**src/rtl/label_scoreboard.sv**
```systemverilog
// rtl/label_scoreboard.sv - on-chip accuracy scoreboard with sequential basis-point divider
module label_scoreboard #(
    parameter int N_CLASSES   = 10,
    parameter int LABEL_W     = 4,
    parameter int N_CASES     = 750,
    parameter int CNT_W       = 10,
    parameter int STOP_ON_ERR = 0
) (
    input  logic               clk,
    input  logic               rst,
    input  logic               clk_en,
    input  logic               start,
    input  logic               finish,
    input  logic               pred_valid,
    output logic               pred_ready,
    input  logic [LABEL_W-1:0] pred_label,
    input  logic [LABEL_W-1:0] exp_label,
    input  logic [LABEL_W-1:0] class_sel,
    output logic [CNT_W-1:0]   class_miss,
    output logic [CNT_W-1:0]   case_cnt,
    output logic [CNT_W-1:0]   correct_cnt,
    output logic [CNT_W-1:0]   wrong_cnt,
    output logic [CNT_W-1:0]   first_err_idx,
    output logic               mismatch,
    output logic               bad_label,
    output logic [13:0]        acc_bp,
    output logic               done
);

    localparam int IDX_W = (N_CLASSES > 1) ? $clog2(N_CLASSES) : 1;
    localparam int PW    = CNT_W + 14;
    localparam logic [LABEL_W:0]  NC     = N_CLASSES[LABEL_W:0];
    localparam logic [CNT_W-1:0]  NCASES = N_CASES[CNT_W-1:0];
    localparam logic [CNT_W-1:0]  ALL1   = '1;
    localparam logic [PW-1:0]     BP     = PW'(10000);

    typedef enum logic [1:0] {S_IDLE, S_RUN, S_DIV, S_DONE} state_t;

    state_t           state;
    logic [CNT_W-1:0] miss [N_CLASSES];
    logic [CNT_W-1:0] rem;
    logic [13:0]      quot;
    logic [3:0]       div_i;

    logic             exp_ok, pred_ok, is_match, last_case, stop_now;
    logic [CNT_W-1:0] case_inc;
    logic [PW-1:0]    prod;
    logic [13:0]      prod_lo;
    logic [CNT_W-1:0] rem_cur;
    logic [3:0]       bit_idx;
    logic [CNT_W:0]   trial, trial_sub;
    logic             q_bit;

    // Classify the incoming pair and prepare one restoring-division step
    always_comb begin
        exp_ok    = ({1'b0, exp_label} < NC);
        pred_ok   = ({1'b0, pred_label} < NC);
        is_match  = exp_ok && pred_ok && (pred_label == exp_label);
        case_inc  = case_cnt + CNT_W'(1);
        last_case = (case_inc == NCASES);
        stop_now  = (STOP_ON_ERR != 0) && !is_match;
        prod      = PW'(correct_cnt) * BP;
        prod_lo   = prod[13:0];
        // The first step seeds the remainder with the dividend bits above the quotient field
        rem_cur   = (div_i == 4'd0) ? prod[PW-1:14] : rem;
        bit_idx   = 4'd13 - div_i;
        trial     = {rem_cur, prod_lo[bit_idx]};
        q_bit     = (trial >= {1'b0, case_cnt});
        trial_sub = trial - {1'b0, case_cnt};
    end

    // Per-class miss read; out-of-range selects read zero
    always_comb begin
        class_miss = '0;
        if ({1'b0, class_sel} < NC)
            class_miss = miss[class_sel[IDX_W-1:0]];
    end

    // Run-control FSM, counters and divider
    always_ff @(posedge clk or negedge rst) begin
        if (!rst) begin
            state         <= S_IDLE;
            pred_ready    <= 1'b0;
            case_cnt      <= '0;
            correct_cnt   <= '0;
            wrong_cnt     <= '0;
            first_err_idx <= ALL1;
            mismatch      <= 1'b0;
            bad_label     <= 1'b0;
            acc_bp        <= '0;
            done          <= 1'b0;
            rem           <= '0;
            quot          <= '0;
            div_i         <= '0;
            for (int i = 0; i < N_CLASSES; i++) miss[i] <= '0;
        end else if (!clk_en) begin
            mismatch <= 1'b0;
        end else begin
            mismatch <= 1'b0;
            if (start) begin
                state         <= S_RUN;
                pred_ready    <= 1'b1;
                case_cnt      <= '0;
                correct_cnt   <= '0;
                wrong_cnt     <= '0;
                first_err_idx <= ALL1;
                bad_label     <= 1'b0;
                acc_bp        <= '0;
                done          <= 1'b0;
                div_i         <= '0;
                for (int i = 0; i < N_CLASSES; i++) miss[i] <= '0;
            end else begin
                case (state)
                    S_RUN: begin
                        if (pred_valid && pred_ready) begin
                            case_cnt <= case_inc;
                            if (is_match) begin
                                correct_cnt <= correct_cnt + CNT_W'(1);
                            end else begin
                                wrong_cnt <= wrong_cnt + CNT_W'(1);
                                mismatch  <= 1'b1;
                                if (first_err_idx == ALL1)
                                    first_err_idx <= case_cnt;
                            end
                            if (!exp_ok || !pred_ok)
                                bad_label <= 1'b1;
                            if (exp_ok && !is_match)
                                miss[exp_label[IDX_W-1:0]] <= miss[exp_label[IDX_W-1:0]] + CNT_W'(1);
                        end
                        if (finish || (pred_valid && pred_ready && (last_case || stop_now))) begin
                            state      <= S_DIV;
                            pred_ready <= 1'b0;
                            div_i      <= '0;
                        end
                    end
                    S_DIV: begin
                        if (case_cnt == '0) begin
                            acc_bp <= '0;
                            done   <= 1'b1;
                            state  <= S_DONE;
                        end else begin
                            rem  <= q_bit ? trial_sub[CNT_W-1:0] : trial[CNT_W-1:0];
                            quot <= {quot[12:0], q_bit};
                            if (div_i == 4'd13) begin
                                acc_bp <= {quot[12:0], q_bit};
                                done   <= 1'b1;
                                state  <= S_DONE;
                            end else begin
                                div_i <= div_i + 4'd1;
                            end
                        end
                    end
                    default: ;
                endcase
            end
        end
    end

endmodule

```
**config.mk**
```make
export PLATFORM = sky130hd
export DESIGN_NAME = label_scoreboard
export DESIGN_NICKNAME = d
export VERILOG_FILES = /design/src/rtl/label_scoreboard.sv
export SDC_FILE = /design/constraint.sdc
export NUM_CORES = 1
export LEC_CHECK = 0
export ABC_AREA = 0
export BUFFER_PORTS_ARGS = -buffer_cell sky130_fd_sc_hd__clkbuf_2
export CORE_MARGIN = 1.5
export CORE_UTILIZATION = 56
export DETAILED_ROUTE_END_ITERATION = 8
export HOLD_SLACK_MARGIN = 0.1
export PLACE_DENSITY = 0.78
export REMOVE_ABC_BUFFERS = 1
export SETUP_SLACK_MARGIN = 0.2
export SLEW_MARGIN = 10
export SYNTH_ARGS = -nofsm -noshare
export SYNTH_HDL_FRONTEND = slang
export SYNTH_SLANG_ARGS = --single-unit
export TNS_END_PERCENT = 1
```
**constraint.sdc**
```tcl
create_clock -name clk -period 6 [get_ports clk]
set_clock_uncertainty 0.15 [all_clocks]
set_input_delay 0 -clock clk [delete_from_list [all_inputs] [get_ports clk]]
set_output_delay 0 -clock clk [all_outputs]
set_load 0.01 [all_outputs]
```
==> flow_metrics.py <==
metrics = {
    "worst_setup_path": {
        "rrSetupSlack_ns": 0.14,
        "cpPeakStageDelay_ns": 0.56,
        "critical-path-top-delay-family": "compound AO/OA/AOI/OAI gates",
        "cp-end-kind": "flip-flop",
        "cp-start-kind": "flip-flop",
        "cp.arrival_ns": 6.07,
        "crit_slowest_cell": "fa_1",
        "worstPathRequired_ns": 6.21,
        "cp_num_buf_inv": 6,
        "cp_max_fo": 8,
        "path_class": "flip-flop to flip-flop",
    },
    "floorplan": {
        "initial_utilization_pct": 57.0,
        "die_y_um": 149,
        "dieArea_um2": 22200,
        "core_area_um2": 21000,
        "num_rows": 53,
        "fp.dieW_um": 149,
        "pin_count": 86,
    },
    "sta": {
        "fin_setup_tns_ns": 0,
        "rsz0062_at_grt": "true",
        "slew_viol_final": 0,
        "timing.hold.ws_ns": 0.0878,
        "setup_viol": 0,
        "hold_viol": 0,
        "worst_slew_margin_rel_pct": 18.6,
        "finalCriticalPeriod_ns": 5.86,
        "period_share_pct": 97.7,
        "fmax_mhz": 171,
        "worst_slew_pin_slew_ns": 1.22,
    },
    "final_layout": {
        "fillers": 1617,
        "drive_above_1_share_pct": 22.7,
        "num_antenna_cells": 0,
        "areaGrowthSynthToFinish_pct": 17.9,
        "nets": 1477,
        "final_core_util_pct": 67.2,
        "seq_area_um2": 4690,
        "multi_input_area_um2": 7140,
    },
    "synthesis": {
        "synth_top_area_share_pct": 37.1,
        "synth_area_um2": 12000,
        "avgSynthCellArea_um2": 9.61,
        "synthCells": 1243,
        "synthTopCellsByArea": "dfrtp_1 (37%), ha_1 (8.3%), mux4_2 (7.2%)",
        "yosys_register_bits": 187,
        "yosys_warnings": 0,
        "postSynth.asyncResetShare_pct": 100,
        "synth-edff-count": 0,
        "synth_cell_types": 81,
        "ys_seq_area_share_pct": 39.3,
        "ys.flop_type": "dfrtp_1",
        "synth_top_cell_by_area": "dfrtp_1",
    },
    "route": {
        "vias_per_cell": 6.31,
        "drc": 0,
        "num_vias": 10410,
        "wl_per_cell_um": 20.5,
        "drtAntennaViolNets": 0,
        "drtPass1Iterations": 5,
        "drtIter0Drc": 987,
        "wirelength_mm": 33.9,
    },
    "grt": {
        "track_usage_pct": 30.8,
        "antenna_found_initial": 0,
        "grt_pass1_wl_mm": 53.4,
        "grt_max_degree": 113,
        "grt_overflow_total": 0,
        "grt_pass1_vias": 10412,
    },
    "pwr": {
        "ir_worst_vdd_mv": 0.169,
        "cellPowerDensity_nw_per_um2": 243,
        "power_switching_mw": 1.10,
        "p_clk_share_pct": 34.8,
        "intPower_mw": 2.32,
        "pwr-share-seq_pct": 41.0,
        "swShare_pct": 32.2,
        "comb_power_share_pct": 24.1,
        "power.leakage_nw": 6.43,
    },
    "clock_network": {
        "insertion_delay_ns": 0.44,
        "clock-sinks": 187,
        "tritoncts": "yes",
        "cts_buffers": 17,
        "htreeDepth": 4,
        "cts.clk_slew.worst_paths_ns": 0.08,
        "clk_path_buf_depth": 2,
        "clockRootBuffer": "clkbuf_16",
    },
    "worst_hold_path": {
        "hp-class": "input port to asynchronous set/reset pin",
    },
    "placed_design": {
        "hpwl_mm": 21.9,
        "gp_congestion": 0.926,
        "io_buffer_count": 85,
    },
    "status": {
        "status": "finished, final reports clean",
    },
    "flow_run": {
        "maxCapViolCount": 0,
    },
}
routing by layer:
layer	up-vias	wire length, um	track usage (%)
li1	4708	-	-
met1	5130	13600	40.4
met2	472	16900	51.8
met3	100	2230	4.98
met4	0	1110	11.5
met5	-	0	0
cell families (layout without fill, tap and decap cells):
| group | after synthesis | in the layout | synth area share (%) |
|---|---|---|---|
| AOI/OAI and AO/OA | 319 | 319 | 16.6 |
| xor gates and xnor gates | 39 | 39 | 3.05 |
| adders and majority gates | 97 | 97 | 11.3 |
| DFF | 187 | 187 | 39.3 |
| buffers and inverters | 124 | 256 | 4.43 |
| and+or+nand+nor | 407 | 407 | 15.4 |
| muxes | 70 | 70 | 10.0 |
state kept, by name (all words and copies together) (netlist names):
| register | count |
|---|---|
| miss | 100 |
| acc_bp | 14 |
| quot | 13 |
| case_cnt | 10 |
| correct_cnt | 10 |
| first_err_idx | 10 |
| rem | 10 |
| wrong_cnt | 10 |
| div_i | 4 |
| state | 2 |
| bad_label | 1 |
| done | 1 |
| mismatch | 1 |
| pred_ready | 1 |
cells in the mapped netlist (16+ instances only):
library cell,count
clkbuf_1,39
inv_1,67
ha_1,79
xnor2_1,21
mux2i_1,16
o21ai_1,23
nor2_1,70
o21ai_0,139
a21oi_1,38
nand3_1,33
dfrtp_1,177
nand2_1,207
mux4_2,38
nor3_1,21
fa_1,18
what timing repair did:
item | in CTS | in global routing
hold buffers | 14 | 0
buffers inserted | 3 | 8
endpoints found under the hold margin | 139 | 0
gates resized for setup | 21 | 47
pin swaps | 8 | 28
endpoints found under the setup margin | 12 | 12
final timing paths:
| path | from | endpoint | cells past startpoint |
|---|---|---|---|
| worst max-delay path | correct_cnt[4] | rem[2] | 25 |
| worst min-delay path | rst | miss[11] | 2 |
| worst max register to register | correct_cnt[4] | rem[2] | 25 |
| worst min register to register | quot[7] | quot[8] | 2 |
| max in group asynchronous | rst | state[0] | 3 |
| min in group clk | pred_label[3] | correct_cnt[2] | 7 |
cell usage in the layout, fill, tap and decap left out, types with 7 or more instances in the layout:
master	Yosys	routed
nand2_1	207	207
dfrtp_1	177	177
o21ai_0	139	135
clkbuf_2	0	84
nor2_1	70	70
inv_1	67	56
ha_1	79	55
buf_4	2	54
mux4_2	38	38
nand3_1	33	32
a21oi_1	38	31
o21ai_1	23	25
ha_4	0	22
xnor2_1	21	21
nor3_1	21	19
fa_1	18	18
clkbuf_16	0	17
mux2i_1	16	16
mux2_2	15	15
xor2_1	15	15
a22o_1	15	15
dlygate4sd3_1	0	14
nand4_1	12	12
inv_2	0	11
nor2b_1	10	10
a221oi_1	10	10
dfstp_2	10	10
nand2b_1	8	8
a21o_1	7	7
a21oi_2	1	7
a22oi_1	7	7
layout make-up:
| type | instances | share of cell area, % |
|---|---|---|
| Multi-Input combinational cell | 932 | 50.7 |
| Timing Repair Buffer | 157 | 7.27 |
| Inverter | 67 | 1.79 |
| Sequential cell | 187 | 33.3 |
| Tap cell | 275 | 2.44 |
| Clock inverter | 14 | 1.41 |
| Clock buffer | 18 | 3.12 |
stage by stage:
stage	cell area (um2)	std cells	setup slack, ns	total power, mW
finish	14100	1650	0.138	3.43
global placement	12800	1593	0.0396	2.09
CTS	13700	1642	0.157	3.34
detailed placement	12800	1593	-0.176	2.12
global route	14100	1650	-0.00669	3.57
floorplan	11700	1186	-0.350	1.84
power groups by stage:
stage,registers [mW],logic [mW],clock network [mW]
floorplan,1.42,0.416,0
finish,1.41,0.827,1.19
CTS,1.40,0.734,1.20
global route,1.42,0.893,1.26
detailed placement,1.42,0.698,0
global placement,1.42,0.667,0
Note: power is estimated with default switching activity, not from simulation.
